===== src/rtl/delay_timer_pkg.sv =====
// Shared types for the multi-channel delay timer.
// Holds the channel state enum and the channel mode encodings.
package delay_timer_pkg;

  typedef enum logic [1:0] {
    IDLE = 2'd0,
    HOLD = 2'd1,
    DONE = 2'd2
  } state_e;

  localparam logic MODE_ONESHOT  = 1'b0;
  localparam logic MODE_PERIODIC = 1'b1;

endpackage


===== src/rtl/delay_channel.sv =====
// One delay channel: IDLE/HOLD/DONE FSM with sub-tick and tick counters.
// Optional PAUSE input when MULTI_DELAY_TIMER_PAUSE_EN is defined.
module delay_channel
  import delay_timer_pkg::*;
#(
  parameter int CNT_W = 12,
  parameter int DIV   = 25000
) (
  input  logic             CLK,
  input  logic             RST,
  input  logic             en,
  input  logic [CNT_W-1:0] cnt,
  input  logic             mode,
`ifdef MULTI_DELAY_TIMER_PAUSE_EN
  input  logic             pause,
`endif
  output logic             fin,
  output logic             pulse,
  output logic             busy
);

  localparam int SUB_W = (DIV > 1) ? $clog2(DIV) : 1;
  localparam logic [SUB_W-1:0] SUB_MAX = SUB_W'(DIV - 1);

  state_e           state_q, state_d;
  logic [SUB_W-1:0] sub_q, sub_d;
  logic [CNT_W-1:0] tick_q, tick_d;
  logic [CNT_W-1:0] cnt_q, cnt_d;
  logic             mode_q, mode_d;

  logic             run;
  logic [CNT_W-1:0] cnt_eff;
  logic             os_match;
  logic             pd_match;

`ifdef MULTI_DELAY_TIMER_PAUSE_EN
  assign run = ~pause;
`else
  assign run = 1'b1;
`endif

  // One-shot completes one cycle after reaching the count; periodic
  // fires as soon as it is reached, with count 0 stretched to 1.
  assign cnt_eff  = (cnt_q == '0) ? CNT_W'(1) : cnt_q;
  assign os_match = (tick_q == cnt_q) && (sub_q == SUB_W'(1));
  assign pd_match = (tick_q == cnt_eff) && (sub_q == '0);

  always_comb begin
    state_d = state_q;
    sub_d   = sub_q;
    tick_d  = tick_q;
    cnt_d   = cnt_q;
    mode_d  = mode_q;
    case (state_q)
      IDLE: begin
        sub_d  = '0;
        tick_d = '0;
        if (en) begin
          state_d = HOLD;
          cnt_d   = cnt;
          mode_d  = mode;
        end
      end
      HOLD: begin
        if (!en) begin
          state_d = IDLE;
          sub_d   = '0;
          tick_d  = '0;
        end else if (mode_q == MODE_ONESHOT && os_match) begin
          state_d = DONE;
        end else if (mode_q == MODE_PERIODIC && pd_match) begin
          sub_d  = '0;
          tick_d = '0;
          cnt_d  = cnt;
        end else if (run) begin
          if (sub_q == SUB_MAX) begin
            sub_d  = '0;
            tick_d = tick_q + CNT_W'(1);
          end else begin
            sub_d = sub_q + SUB_W'(1);
          end
        end
      end
      DONE: begin
        if (!en) state_d = IDLE;
      end
      default: begin
        state_d = IDLE;
        sub_d   = '0;
        tick_d  = '0;
      end
    endcase
  end

  always_ff @(posedge CLK) begin
    if (!RST) begin
      state_q <= IDLE;
      sub_q   <= '0;
      tick_q  <= '0;
      cnt_q   <= '0;
      mode_q  <= MODE_ONESHOT;
    end else begin
      state_q <= state_d;
      sub_q   <= sub_d;
      tick_q  <= tick_d;
      cnt_q   <= cnt_d;
      mode_q  <= mode_d;
    end
  end

  assign fin   = (state_q == DONE) && en;
  assign pulse = (state_q == HOLD) && (mode_q == MODE_PERIODIC)
               && pd_match && en;
  assign busy  = (state_q == HOLD);

endmodule


===== src/rtl/multi_delay_timer.sv =====
// N_CH independent delay channels sharing one clock and tick divider ratio.
// Define MULTI_DELAY_TIMER_PAUSE_EN to add the global PAUSE input.
module multi_delay_timer
  import delay_timer_pkg::*;
#(
  parameter int N_CH    = 4,
  parameter int CNT_W   = 12,
  parameter int CLK_HZ  = 25_000_000,
  parameter int TICK_HZ = 1000
) (
  input  logic                  CLK,
  input  logic                  RST,
  input  logic [N_CH-1:0]       DELAY_EN,
  input  logic [N_CH*CNT_W-1:0] DELAY_CNT,
  input  logic [N_CH-1:0]       MODE,
`ifdef MULTI_DELAY_TIMER_PAUSE_EN
  input  logic                  PAUSE,
`endif
  output logic [N_CH-1:0]       DELAY_FIN,
  output logic [N_CH-1:0]       TICK_PULSE,
  output logic                  BUSY
);

  localparam int DIV = CLK_HZ / TICK_HZ;

  if ((CLK_HZ % TICK_HZ) != 0 || DIV < 2) begin : g_bad_div
    $error("CLK_HZ/TICK_HZ must be an integer >= 2");
  end
  if (N_CH < 1 || N_CH > 16 || CNT_W < 1 || CNT_W > 16) begin : g_bad_size
    $error("N_CH and CNT_W must be in 1..16");
  end

  logic [N_CH-1:0] busy_w;

  for (genvar i = 0; i < N_CH; i++) begin : g_ch
    delay_channel #(
      .CNT_W (CNT_W),
      .DIV   (DIV)
    ) u_ch (
      .CLK   (CLK),
      .RST   (RST),
      .en    (DELAY_EN[i]),
      .cnt   (DELAY_CNT[i*CNT_W +: CNT_W]),
      .mode  (MODE[i]),
`ifdef MULTI_DELAY_TIMER_PAUSE_EN
      .pause (PAUSE),
`endif
      .fin   (DELAY_FIN[i]),
      .pulse (TICK_PULSE[i]),
      .busy  (busy_w[i])
    );
  end

  assign BUSY = |busy_w;

endmodule


===== config.mk =====
export PLATFORM = sky130hd
export DESIGN_NAME = multi_delay_timer
export DESIGN_NICKNAME = d
export VERILOG_FILES = /design/src/rtl/delay_timer_pkg.sv /design/src/rtl/delay_channel.sv /design/src/rtl/multi_delay_timer.sv
export SDC_FILE = /design/constraint.sdc
export NUM_CORES = 1
export LEC_CHECK = 0
export CAP_MARGIN = 0
export CORE_ASPECT_RATIO = 2
export CORE_MARGIN = 5
export CORE_UTILIZATION = 40
export DETAILED_ROUTE_END_ITERATION = 10
export GPL_TIMING_DRIVEN = 0
export SLEW_MARGIN = 20
export SYNTH_ARGS = -nofsm -noshare
export SYNTH_HDL_FRONTEND = slang
export SYNTH_HIERARCHICAL = 1
export SYNTH_SLANG_ARGS = --single-unit

===== constraint.sdc =====
create_clock -name CLK -period 3 [get_ports CLK]
set_input_delay 0.45 -clock CLK [delete_from_list [all_inputs] [get_ports CLK]]
set_output_delay 0.45 -clock CLK [all_outputs]
set_load 0.05 [all_outputs]

# Word-level counts from Yosys, hierarchy flattened
# Index checks and enable logic that the tools add are counted.
# word_totals
reg_bits	168
input_bits	58
wordCells	245
# op_classes
addsub	8
eq_ne	56
mux	84
n_bitwise	8
reduce_logical	69
# ops
cell	n
$mux W12	36
$mux W15	16
$pmux W12 S2	8
$pmux W15 S2	4
$eq A12 B12 Y1	8
$add A15 B1 Y15 const B	4
$eq A15 B1 Y1 const B	4
$eq A15 B15 Y1 const B	4
$logic_not A15 Y1	4
$add A12 B1 Y12 const B	4
$logic_not A12 Y1	4
$ne A2 B2 Y1 const B	20
$logic_and A1 B1 Y1	32
$mux W2	16
$ne A3 B3 Y1 const B	8
$pmux W2 S3	4
$reduce_and A3 Y1	8
$reduce_and A5 Y1	4
$ne A4 B4 Y1 const B	4
$reduce_and A2 Y1	8
$eq A2 B1 Y1 const B	4
$eq A2 B2 Y1 const B	4
$logic_not A2 Y1	4
$not A1 Y1	8
other kinds (2)	5

# Longest topological paths before layout
# Gate-level depths: netlist (run 1).
# depth
word_depth	9
ltp_mapped	9
ltp_nobuf	9

# By module
# Netlist (run 1), hierarchy kept.
# modules_own_cells
module	n_inst	cells_per_inst	area_per_inst_um2	seq_area_each_um2
delay_channel at g_ch[1].u_ch ...	3	282	2359.8	840.8
delay_channel at g_ch[0].u_ch	1	267	2263.4	840.8
multi_delay_timer	1	1	7.5	0.0

# Worst setup path after synthesis (run 1)
# OpenSTA, ideal clock, no wires.
# synth_path
kind	reg2out
start	register g_ch[0].u_ch.sub_q[5]
end	output TICK_PULSE[0]
arrival_time_ps	2661
t_required_ps	2550
path_slack_ps	-111
stages_incl_launch_ff	6
cell_sequence	dfxtp_1 -> nor4_2 -> nand2_1 -> nor4_4 -> nand2_1 -> nor4_1
# synth_via
elab_chain_len	4
# synth_rtl
element	line	source
from (decl)	delay_channel.sv:26	logic [SUB_W-1:0] sub_q, sub_d;
from (signal assigned)	delay_channel.sv:104	sub_q <= sub_d;
$logic_not A15 Y1	delay_channel.sv:46	assign pd_match = (tick_q == cnt_eff) && (sub_q == '0);
$logic_and A1 B1 Y1	delay_channel.sv:46	
$logic_and A1 B1 Y1 (2 in series)	delay_channel.sv:113	&& pd_match && en;
to (decl)	multi_delay_timer.sv:20	output logic [N_CH-1:0] TICK_PULSE,
# No other way between the ends.

# Worst setup path after layout (run 1)
# layout_path
start	register g_ch[3].u_ch.sub_q[10]
end	output TICK_PULSE[3]
# layout_via
elab_chain_len	4
# layout_rtl
element	line
from (decl)	delay_channel.sv:26
from (signal assigned)	delay_channel.sv:104
$logic_not A15 Y1	delay_channel.sv:46
$logic_and A1 B1 Y1	delay_channel.sv:46
$logic_and A1 B1 Y1 (2 in series)	delay_channel.sv:113
# No other way between the ends.

==> results of run 1 <==
[routing by layer]
metal,vias up,global-route usage [%]
met5,-,0
met4,0,8.000
met3,42,3.885
met2,168,38.97
met1,3824,17.83
li1,4104,-
[cell type report]
class	instances	area, um^2	share of cell area [%]
buffer	41	256.5	2.314
inverter	47	176.4	1.592
clock buffer	23	498.0	4.493
clock inverter	9	160.2	1.445
multi-input combinational	858	5573	50.28
sequential	168	3364	30.36
tap	283	354.1	3.195
timing repair buffer	71	700.7	6.322
[state kept, by name (all words and copies together), names as in the netlist]
register and flops:
g_ch.u_ch/sub_q 60, g_ch.u_ch/cnt_q 48, g_ch.u_ch/tick_q 48, g_ch.u_ch/state_q 8, g_ch.u_ch/mode_q 4
[worst reg2reg max path: stages, from the launching register on]
cell     delay [ns]
dfxtp_1        0.41
ha_1           0.32
nand4_1        0.18
or2_2          0.33
nor3_1         0.37
nand3_1        0.44
nor3_1         0.32
a31oi_1        0.06
o21ai_0        0.08
[worst max-delay path by stage]
stage,from,end,cells after the start,slack (ns)
after global routing,g_ch[3].u_ch/sub_q[10],TICK_PULSE[3],7,-0.07
after CTS,g_ch[3].u_ch/sub_q[10],TICK_PULSE[3],7,0.01
final,g_ch[3].u_ch/sub_q[10],TICK_PULSE[3],7,0.05
after floorplan,g_ch[1].u_ch/sub_q[5],TICK_PULSE[1],6,0.33
after global placement,g_ch[2].u_ch/sub_q[5],TICK_PULSE[2],7,-0.22
after detailed placement,g_ch[2].u_ch/sub_q[5],TICK_PULSE[2],7,-0.22
[cells by family after synthesis]
kind of cell,synth area share (%)
multiplexers,4.389
AO/OA/AOI/OAI,12.30
buffers and inverters,4.630
flip-flops,35.97
adder cells (fa/ha/maj),2.141
AND/OR/NAND/NOR,33.17
XOR/XNOR,7.400
[power by group through the flow]
| stage | clock network (mW) | logic [mW] | registers [mW] |
|---|---|---|---|
| 2_1_floorplan | 0 | 0.306 | 2.37 |
| 3_3_place_gp | 0 | 0.470 | 2.39 |
| 3_5_place_dp | 0 | 0.474 | 2.39 |
| 4_1_cts | 2.50 | 0.476 | 2.34 |
| 5_1_grt | 2.58 | 0.520 | 2.35 |
| 6_report | 2.43 | 0.477 | 2.35 |
[cell usage after synthesis (all sizes together)]
library cell / instances / area, um^2
o31a: 1 / 8.760
nor3: 54 / 270.3
a21boi: 6 / 78.82
nor3b: 45 / 337.8
ha: 16 / 200.2
and4: 1 / 8.760
inv: 47 / 176.4
xor2: 51 / 446.7
o22ai: 11 / 68.82
o311a: 3 / 33.78
a21o: 4 / 37.53
mux2i: 41 / 410.4
nand2: 197 / 747.0
nand3: 50 / 290.3
a221o: 4 / 40.04
clkbuf: 23 / 86.33
nor4: 30 / 291.5
or2: 15 / 93.84
nand3b: 8 / 60.06
o211a: 3 / 30.03
or3: 12 / 93.84
or4: 2 / 15.01
o2111ai: 11 / 115.1
nor2b: 13 / 81.33
dfxtp: 168 / 3363
a31o: 4 / 35.03
nand2b: 30 / 187.7
a31oi: 33 / 225.2
and2: 7 / 43.79
nor2: 49 / 183.9
and3: 19 / 122.6
or4b: 1 / 13.76
a22o: 2 / 17.52
a22oi: 8 / 60.06
or2b: 9 / 78.83
buf: 18 / 170.2
xnor2: 28 / 245.2
o21ai: 50 / 295.3
o221ai: 4 / 35.03
nand4: 29 / 181.4
a21oi: 7 / 68.82
[what timing repair did]
item                       4_1_cts  5_1_grt
setup endpoints to repair        4        4
resized for setup               27        6
buffers inserted                 1        4
pin swaps                        4        7
==> impl_metrics.env, run 1 <==
export IMPL_status="finished clean"
export IMPL_worst_setup_path_start_kind="register"
export IMPL_ys_types=61
export IMPL_rsz0062_at_grt="yes"
export IMPL_pwr_share_comb_pct=9.1
export IMPL_period_share_pct=98.50
export IMPL_cpLargestDelayFamily="simple AND/OR/NAND/NOR gates"
export IMPL_grt_pass1_vias=8242
export IMPL_worst_ep_required_time_ns=2.55
export IMPL_highest_layer="met4"
export IMPL_relSlewSlack_pct=54.72
export IMPL_crit_type="reg -> out"
export IMPL_syn_nets=1188
export IMPL_cpMaxStageDelayCell="or3_4"
export IMPL_r2r_end="g_ch[1].u_ch/tick_q[4]"
export IMPL_peakVddDrop_mv=0.4674
export IMPL_reg2reg_setup_slack_ns=0.42
export IMPL_hp_class="reg -> reg"
export IMPL_cts_sinks=168
export IMPL_setup_ws_ns=0.04503
export IMPL_worst_pin_slew_ns=0.6741
export IMPL_hold_worst_slack_ns=0.4896
export IMPL_setup_tns_ns=0
export IMPL_p_per_area_nw_per_um2=474.0
export IMPL_ys_seq_area_share_pct=35.97
export IMPL_met3WireLength_um=829
export IMPL_wirelength_mm=25.23
export IMPL_holdPathEnd="g_ch[2].u_ch/cnt_q[1]"
export IMPL_clk_latency_ns=0.44
export IMPL_stdcell_area_um2=11080
export IMPL_postCtsHoldBufs=0
export IMPL_setup_viol=0
export IMPL_design_core_area_um2=23130
export IMPL_grt_max_degree=17
export IMPL_drt_met1_wl_mm=8.853
export IMPL_dr_pass1_iters=5
export IMPL_p_clk_share_pct=46.3
export IMPL_die_width_um=118.1
export IMPL_worstPathMaxFanout=5
export IMPL_num_antenna_cells=0
export IMPL_dp_hpwl_mm=19.82
export IMPL_initial_utilization_pct=40.43
export IMPL_num_rows=79
export IMPL_dpl_instance_area_um2=10370
export IMPL_fin_skew_ns=0.01008
export IMPL_cap_violations=0
export IMPL_num_vias=8138
export IMPL_layout_common_cells="nand2_1 (194), dfxtp_1 (167), clkdlybuf4s50_1 (62)"
export IMPL_cts_buffers=17
export IMPL_final_common_cell="nand2_1"
export IMPL_die_h_um=226.2
export IMPL_syn_area_per_cell_um2=8.393
export IMPL_antenna_found_initial=0
export IMPL_crit_path_end_kind="primary output"
export IMPL_area_growth_pct=18.53
export IMPL_hp_start="g_ch[2].u_ch/cnt_q[1]"
export IMPL_die_area_um2=26720
export IMPL_track_usage_pct=19.10
export IMPL_cts_root_buf="clkbuf_16"
export IMPL_max_stage_delay_ns=0.46
export IMPL_viasPerCell=5.425
export IMPL_clkTransAtPathRegs_ns=0.07
export IMPL_drive_above_1_share_pct=12.16
export IMPL_period_needed_ns=2.955
export IMPL_r2r_start="g_ch[1].u_ch/sub_q[0]"
export IMPL_fin_util_pct=47.92
export IMPL_p_int_mw=4.018
export IMPL_ant_nets=0
export IMPL_hold_violations=0
export IMPL_max_freq_ghz=0.3384
export IMPL_synthesis_area_um2=9350
export IMPL_cts_buffer_depth=2
export IMPL_wl_per_cell_um=16.82
export IMPL_nFillCells=2299
export IMPL_met2_length_mm=14.86
export IMPL_layout_cells_non_filler=1500
export IMPL_finalNetCount=1278
export IMPL_ys_warn_count=6
export IMPL_cts_tree="built"
export IMPL_synth_seq_cells=168
export IMPL_place_congestion=0.9395
export IMPL_initialDrtViolationCount=358
export IMPL_place_ws_ns=-0.2161
export IMPL_crit_arrival_ns=2.50
export IMPL_critical_path_buf_inv_count=1
export IMPL_grt_overflow=0
export IMPL_whs_path_depth=2
export IMPL_power_mw=5.254
export IMPL_swShare_pct=23.51
export IMPL_slew_viol_final=0
export IMPL_reg2regPathDepth=8
export IMPL_power_switching_mw=1.235
export IMPL_grt_pass1_wl_mm=41.21
export IMPL_power_leakage_nw=3.875
export IMPL_ios=67
export IMPL_htree_levels=4
export IMPL_dp_cells=1463
export IMPL_drc=0
export IMPL_cp_cell_sequence="nor4_2 -> nand2_1 -> nor4_4 -> nand2_2 -> or3_4 -> nor2_2 -> buf_6"
export IMPL_numPortBuffers=66
export IMPL_seqPwrFrac_pct=44.6
export IMPL_synthCells=1114
Note: power is estimated with default switching activity, not from simulation.
==> run 2, diff against run 1 <==
--- a/config.mk
+++ b/config.mk
@@ -7,7 +7,6 @@
 export LEC_CHECK = 0
 export CAP_MARGIN = 0
 export CORE_ASPECT_RATIO = 2
-export CORE_MARGIN = 5
 export CORE_UTILIZATION = 40
 export DETAILED_ROUTE_END_ITERATION = 10
 export GPL_TIMING_DRIVEN = 0
==> run 2 against run 1 <==
  * Maximum frequency up 2.2%
  * Utilization grew 0.54 points
  * Sequential share of layout area rose by 0.082 points
  * Final area down 0.16%
  * Combinational power shrank 2%
  * Hold slack got worse by 0.0044 ns
  * Register-to-register slack worse by 0.03 ns
  * Worst setup slack better by 0.064 ns
  * Critical endpoint is now TICK_PULSE[2]
  * Highest routed layer unchanged
==> impl_metrics.env, run 2 (same netlist as run 1, synthesis figures left out) <==
export IMPL_status="finished clean"
export IMPL_antenna_found_initial=0
export IMPL_wirelength_mm=25.59
export IMPL_place_ws_ns=-0.1814
export IMPL_reg_top3="g_ch.u_ch/sub_q: 60 flops, g_ch.u_ch/cnt_q: 48 flops, g_ch.u_ch/tick_q: 48 flops"
export IMPL_area_growth_pct=18.35
export IMPL_cap_violations=0
export IMPL_regArea_um2=3368
export IMPL_p_clk_share_pct=44.8
export IMPL_die_width_um=110.1
export IMPL_cts_sinks=168
export IMPL_clk_latency_ns=0.45
export IMPL_slew_viol_final=0
export IMPL_holdPathEnd="g_ch[2].u_ch/cnt_q[1]"
export IMPL_track_usage_pct=22.43
export IMPL_drive_above_1_share_pct=12.88
export IMPL_design_core_area_um2=22840
export IMPL_whs_path_depth=2
export IMPL_setup_ws_ns=0.1094
export IMPL_reg2reg_setup_slack_ns=0.39
export IMPL_setup_tns_ns=0
export IMPL_pwr_share_comb_pct=9.2
export IMPL_crit_arrival_ns=2.44
export IMPL_hp_start="g_ch[2].u_ch/cnt_q[1]"
export IMPL_viasPerCell=5.512
export IMPL_crit_type="reg -> out"
export IMPL_peakVddDrop_mv=0.3848
export IMPL_place_congestion=0.8832
export IMPL_setup_viol=0
export IMPL_final_common_cell="nand2_1"
export IMPL_power_switching_mw=1.326
export IMPL_initialDrtViolationCount=479
export IMPL_hold_violations=0
export IMPL_reg2regPathDepth=8
export IMPL_ios=67
export IMPL_top_register="g_ch.u_ch/sub_q"
export IMPL_r2r_start="g_ch[2].u_ch/sub_q[0]"
export IMPL_worst_ep_required_time_ns=2.55
export IMPL_num_rows=78
export IMPL_period_needed_ns=2.891
export IMPL_period_share_pct=96.35
export IMPL_p_per_area_nw_per_um2=460.9
export IMPL_drc=0
export IMPL_cts_tree="built"
export IMPL_worstPathMaxFanout=6
export IMPL_cts_buffers=17
export IMPL_hold_worst_slack_ns=0.4852
export IMPL_fin_skew_ns=0.007831
export IMPL_finalNetCount=1280
export IMPL_power_mw=5.100
export IMPL_rsz0062_at_grt="no"
export IMPL_hp_class="reg -> reg"
export IMPL_worst_pin_slew_ns=0.6418
export IMPL_dr_pass1_iters=5
export IMPL_worst_setup_path_start_kind="register"
export IMPL_htree_levels=4
export IMPL_numPortBuffers=66
export IMPL_grt_overflow=0
export IMPL_power_leakage_nw=3.860
export IMPL_grt_max_degree=17
export IMPL_initial_utilization_pct=40.94
export IMPL_relSlewSlack_pct=57.08
export IMPL_p_int_mw=3.774
export IMPL_max_freq_ghz=0.3460
export IMPL_clkTransAtPathRegs_ns=0.07
export IMPL_seqPwrFrac_pct=46.0
export IMPL_die_area_um2=24030
export IMPL_die_h_um=218.2
export IMPL_cts_root_buf="clkbuf_16"
export IMPL_r2r_end="g_ch[2].u_ch/tick_q[6]"
export IMPL_grt_pass1_vias=8225
export IMPL_layout_cells_non_filler=1499
export IMPL_crit_path_end_kind="primary output"
export IMPL_ant_nets=0
export IMPL_grt_pass1_wl_mm=41.14
export IMPL_layout_common_cells="nand2_1 (191), dfxtp_1 (164), clkdlybuf4s50_1 (62)"
export IMPL_swShare_pct=26.00
export IMPL_cts_buffer_depth=2
export IMPL_multi_input_area_um2=5602
export IMPL_wl_per_cell_um=17.07
export IMPL_num_vias=8263
export IMPL_largest_reg_flops=60
export IMPL_num_antenna_cells=0
export IMPL_dp_cells=1460
export IMPL_dp_hpwl_mm=19.46
export IMPL_nFillCells=2264
## run 2: cell types whose count changed in the layout (fill, tap and decap cells not counted), sizes merged
cell and change:
inv +6, clkbuf -5, clkinvlp +4, clkinv -3
buf +2, bufinv -2
## run 2: metal layers
layer	vias up	routed length, um	track usage [%]
met5	-	0	0
met4	0	1040	11.67
met3	62	912	4.712
met2	166	14310	43.06
met1	3921	9324	21.49
li1	4114	-	-
## run 2: timing repair
action | in CTS | in global routing
hold endpoints to repair | 0 | 0
gates resized for setup | 22 | 18
setup buffers | 0 | 7
cloned | 0 | 0
pin swaps | 2 | 12
setup endpoints to repair | 4 | 4
hold buffers | 0 | 0
## run 2: worst max-delay path, cell delays in order (launching register included)
cell	delay (ns)
dfxtp_2	0.37
nor4_4	0.29
nand2_2	0.13
nor4_4	0.33
nand2_2	0.12
or3_4	0.42
nor2_2	0.16
buf_6	0.18
## run 2: how the worst max path moves through the flow
stage,startpoint,endpoint,cells after the start
2_1_floorplan,g_ch[1].u_ch/sub_q[5],TICK_PULSE[1],6
3_3_place_gp,g_ch[2].u_ch/sub_q[5],TICK_PULSE[2],7
3_5_place_dp,g_ch[2].u_ch/sub_q[5],TICK_PULSE[2],7
4_1_cts,g_ch[2].u_ch/sub_q[5],TICK_PULSE[2],7
5_1_grt,g_ch[2].u_ch/sub_q[3],TICK_PULSE[2],7
6_report,g_ch[2].u_ch/sub_q[3],TICK_PULSE[2],7
## run 2: power groups by stage
stage	Clock (mW)	Combinational [mW]	Sequential, mW
after floorplan	0	0.306	2.37
after global placement	0	0.467	2.40
after detailed placement	0	0.471	2.40
after CTS	2.34	0.473	2.35
after global routing	2.43	0.513	2.35
final	2.28	0.469	2.35
## run 2: stage by stage
step | util [%] | cell area (um^2)
floorplan | - | 9356
global placement | 45.40 | 10370
detailed placement | 45.40 | 10370
CTS | 48.00 | 10960
global route | 48.46 | 11070
finish | 48.46 | 11070
## run 2: final cells by class
| cell class | instances | area share (%) |
|---|---|---|
| repair buffers | 73 | 6.434 |
| well taps | 280 | 3.166 |
| plain buffers | 41 | 2.318 |
| inverters | 47 | 1.594 |
| clock inverters | 14 | 1.459 |
| flip-flops and latches | 168 | 30.44 |
| multi-input cells | 858 | 50.62 |
| clock buffers | 18 | 3.969 |
==> run 3, diff against run 2 <==
--- a/config.mk
+++ b/config.mk
@@ -5,11 +5,12 @@
 export SDC_FILE = /design/constraint.sdc
 export NUM_CORES = 1
 export LEC_CHECK = 0
+export ABC_CLOCK_PERIOD_IN_PS = 3000
 export CAP_MARGIN = 0
 export CORE_ASPECT_RATIO = 2
 export CORE_UTILIZATION = 40
 export DETAILED_ROUTE_END_ITERATION = 10
-export GPL_TIMING_DRIVEN = 0
+export GPL_TIMING_DRIVEN = 1
 export SLEW_MARGIN = 20
 export SYNTH_ARGS = -nofsm -noshare
 export SYNTH_HDL_FRONTEND = slang
==> run 3 against run 2 <==
  * Sequential power barely moved
  * First-iteration DRC count down 17%
  * Critical path type unchanged
  * Clock skew is 0.0020 ns higher
  * Critical endpoint unchanged
==> impl_metrics.env, run 3 (same netlist as run 1, synthesis figures left out) <==
export IMPL_holdPathEnd="g_ch[1].u_ch/state_q[1]"
export IMPL_r2r_end="g_ch[3].u_ch/sub_q[11]"
export IMPL_grt_pass1_vias=7881
export IMPL_area_growth_pct=17.58
export IMPL_crit_type="reg -> out"
export IMPL_power_leakage_nw=3.829
export IMPL_hold_worst_slack_ns=0.4398
export IMPL_whs_path_depth=2
export IMPL_regArea_um2=3363
export IMPL_p_int_mw=3.965
export IMPL_dp_hpwl_mm=17.78
export IMPL_cts_sinks=168
export IMPL_track_usage_pct=21.34
export IMPL_cts_buffers=17
export IMPL_cts_root_buf="clkbuf_16"
export IMPL_hold_violations=0
export IMPL_drc=0
export IMPL_p_clk_share_pct=46.5
export IMPL_design_core_area_um2=22840
export IMPL_die_width_um=110.1
export IMPL_antenna_found_initial=0
export IMPL_cts_tree="built"
export IMPL_fin_util_pct=48.14
export IMPL_power_switching_mw=1.262
export IMPL_peakVddDrop_mv=0.3755
export IMPL_multi_input_area_um2=5585
export IMPL_num_antenna_cells=0
export IMPL_max_freq_ghz=0.3439
export IMPL_reg2regPathDepth=9
export IMPL_worst_ep_required_time_ns=2.55
export IMPL_wirelength_mm=24.35
export IMPL_slew_viol_final=0
export IMPL_worst_pin_slew_ns=0.6626
export IMPL_num_rows=78
export IMPL_cap_violations=0
export IMPL_grt_max_degree=68
export IMPL_cts_buffer_depth=2
export IMPL_dr_pass1_iters=4
export IMPL_r2r_start="g_ch[3].u_ch/sub_q[10]"
export IMPL_pwr_share_comb_pct=8.7
export IMPL_viasPerCell=5.475
export IMPL_worstPathMaxFanout=4
export IMPL_place_congestion=0.9161
export IMPL_htree_levels=4
export IMPL_crit_path_end_kind="primary output"
export IMPL_grt_overflow=0
export IMPL_initialDrtViolationCount=399
export IMPL_layout_common_cells="nand2_1 (191), dfxtp_1 (168), clkdlybuf4s50_1 (60)"
export IMPL_period_share_pct=96.92
export IMPL_status="finished clean"
export IMPL_period_needed_ns=2.908
export IMPL_crit_arrival_ns=2.46
export IMPL_top_register="g_ch.u_ch/sub_q"
export IMPL_relSlewSlack_pct=55.49
export IMPL_nFillCells=2274
export IMPL_num_vias=8053
export IMPL_reg2reg_setup_slack_ns=0.28
export IMPL_setup_tns_ns=0
export IMPL_ios=67
export IMPL_die_area_um2=24030
export IMPL_fin_skew_ns=0.009786
export IMPL_hp_start="RST"
export IMPL_die_h_um=218.2
export IMPL_setup_viol=0
export IMPL_wl_per_cell_um=16.55
export IMPL_grt_pass1_wl_mm=39.33
export IMPL_ant_nets=0
export IMPL_finalNetCount=1252
export IMPL_drive_above_1_share_pct=12.68
export IMPL_clkTransAtPathRegs_ns=0.06
export IMPL_worst_setup_path_start_kind="register"
export IMPL_initial_utilization_pct=40.94
export IMPL_reg_top3="g_ch.u_ch/sub_q: 60 flops, g_ch.u_ch/cnt_q: 48 flops, g_ch.u_ch/tick_q: 48 flops"
export IMPL_hp_class="in -> reg"
export IMPL_p_per_area_nw_per_um2=475.5
export IMPL_swShare_pct=24.15
export IMPL_postCtsHoldBufs=0
export IMPL_numPortBuffers=66
export IMPL_clk_latency_ns=0.44
export IMPL_largest_reg_flops=60
export IMPL_seqPwrFrac_pct=44.9
export IMPL_final_common_cell="nand2_1"
## run 3: cell count changes in the layout (fill, tap and decap cells not counted), moves of 3 or more
cell,previous run,this run
clkbuf_1,23,0
buf_4,14,20
buf_2,5,0
buf_6,6,1
clkinv_4,0,4
dfxtp_1,164,168
dfxtp_2,4,0
inv_6,5,1
nor4_2,5,8
nor4_4,7,4
## run 3: through the flow
stage	instance area, um^2	power (mW)	cells	setup WS [ns]
5_1_grt	10990	5.424	1471	-0.001114
3_3_place_gp	10290	2.844	1436	0.3788
4_1_cts	10950	5.303	1468	0.007927
2_1_floorplan	9356	2.675	1114	0.3341
6_report	10990	5.227	1471	0.09232
3_5_place_dp	10290	2.845	1436	0.3983
## run 3: routing by layer
layer / track usage [%] / vias up / wire, um
met2: 41.08 / 140 / 13480
met4: 9.342 / 0 / 906
li1: - / 4050 / -
met1: 20.99 / 3812 / 9118
met3: 4.653 / 51 / 846
met5: 0 / - / 0
## run 3: final cells by class
type                       instances  area share (%)
multi-input combinational        858           50.80
timing repair buffer              86           7.841
clock buffer                      20           4.245
tap                              280           3.187
clock inverter                    12           1.730
inverter                          47           1.605
sequential                       168           30.59
## run 3: worst max path at each step
| stage | from | endpoint | depth (start not counted) |
|---|---|---|---|
| CTS | g_ch[3].u_ch/sub_q[5] | TICK_PULSE[3] | 7 |
| global route | g_ch[3].u_ch/sub_q[10] | TICK_PULSE[3] | 7 |
| floorplan | g_ch[1].u_ch/sub_q[5] | TICK_PULSE[1] | 6 |
| global placement | g_ch[3].u_ch/sub_q[0] | g_ch[3].u_ch/sub_q[10] | 8 |
| detailed placement | g_ch[3].u_ch/sub_q[5] | g_ch[3].u_ch/sub_q[10] | 8 |
| finish | g_ch[2].u_ch/cnt_q[6] | TICK_PULSE[2] | 6 |
## run 3: power groups by stage
stage	logic, mW	clock network [mW]	registers (mW)
after floorplan	0.306	0	2.37
after global placement	0.450	0	2.39
after detailed placement	0.452	0	2.39
after CTS	0.455	2.50	2.34
after global routing	0.497	2.58	2.35
final	0.453	2.43	2.34
## run 3: what timing repair did
item                                    4_1_cts  5_1_grt
pin swaps                                     0        5
buffers inserted                              0        3
gates resized for setup                       2        6
endpoints found under the setup margin        2        3
## run 3: worst max-delay path: stages, from the launching register on
cell and delay [ns]:
dfxtp_1 0.37, nor4_1 0.48, nand3_1 0.20, a21o_1 0.21, or3_4 0.42, nor2_4 0.18
buf_12 0.15
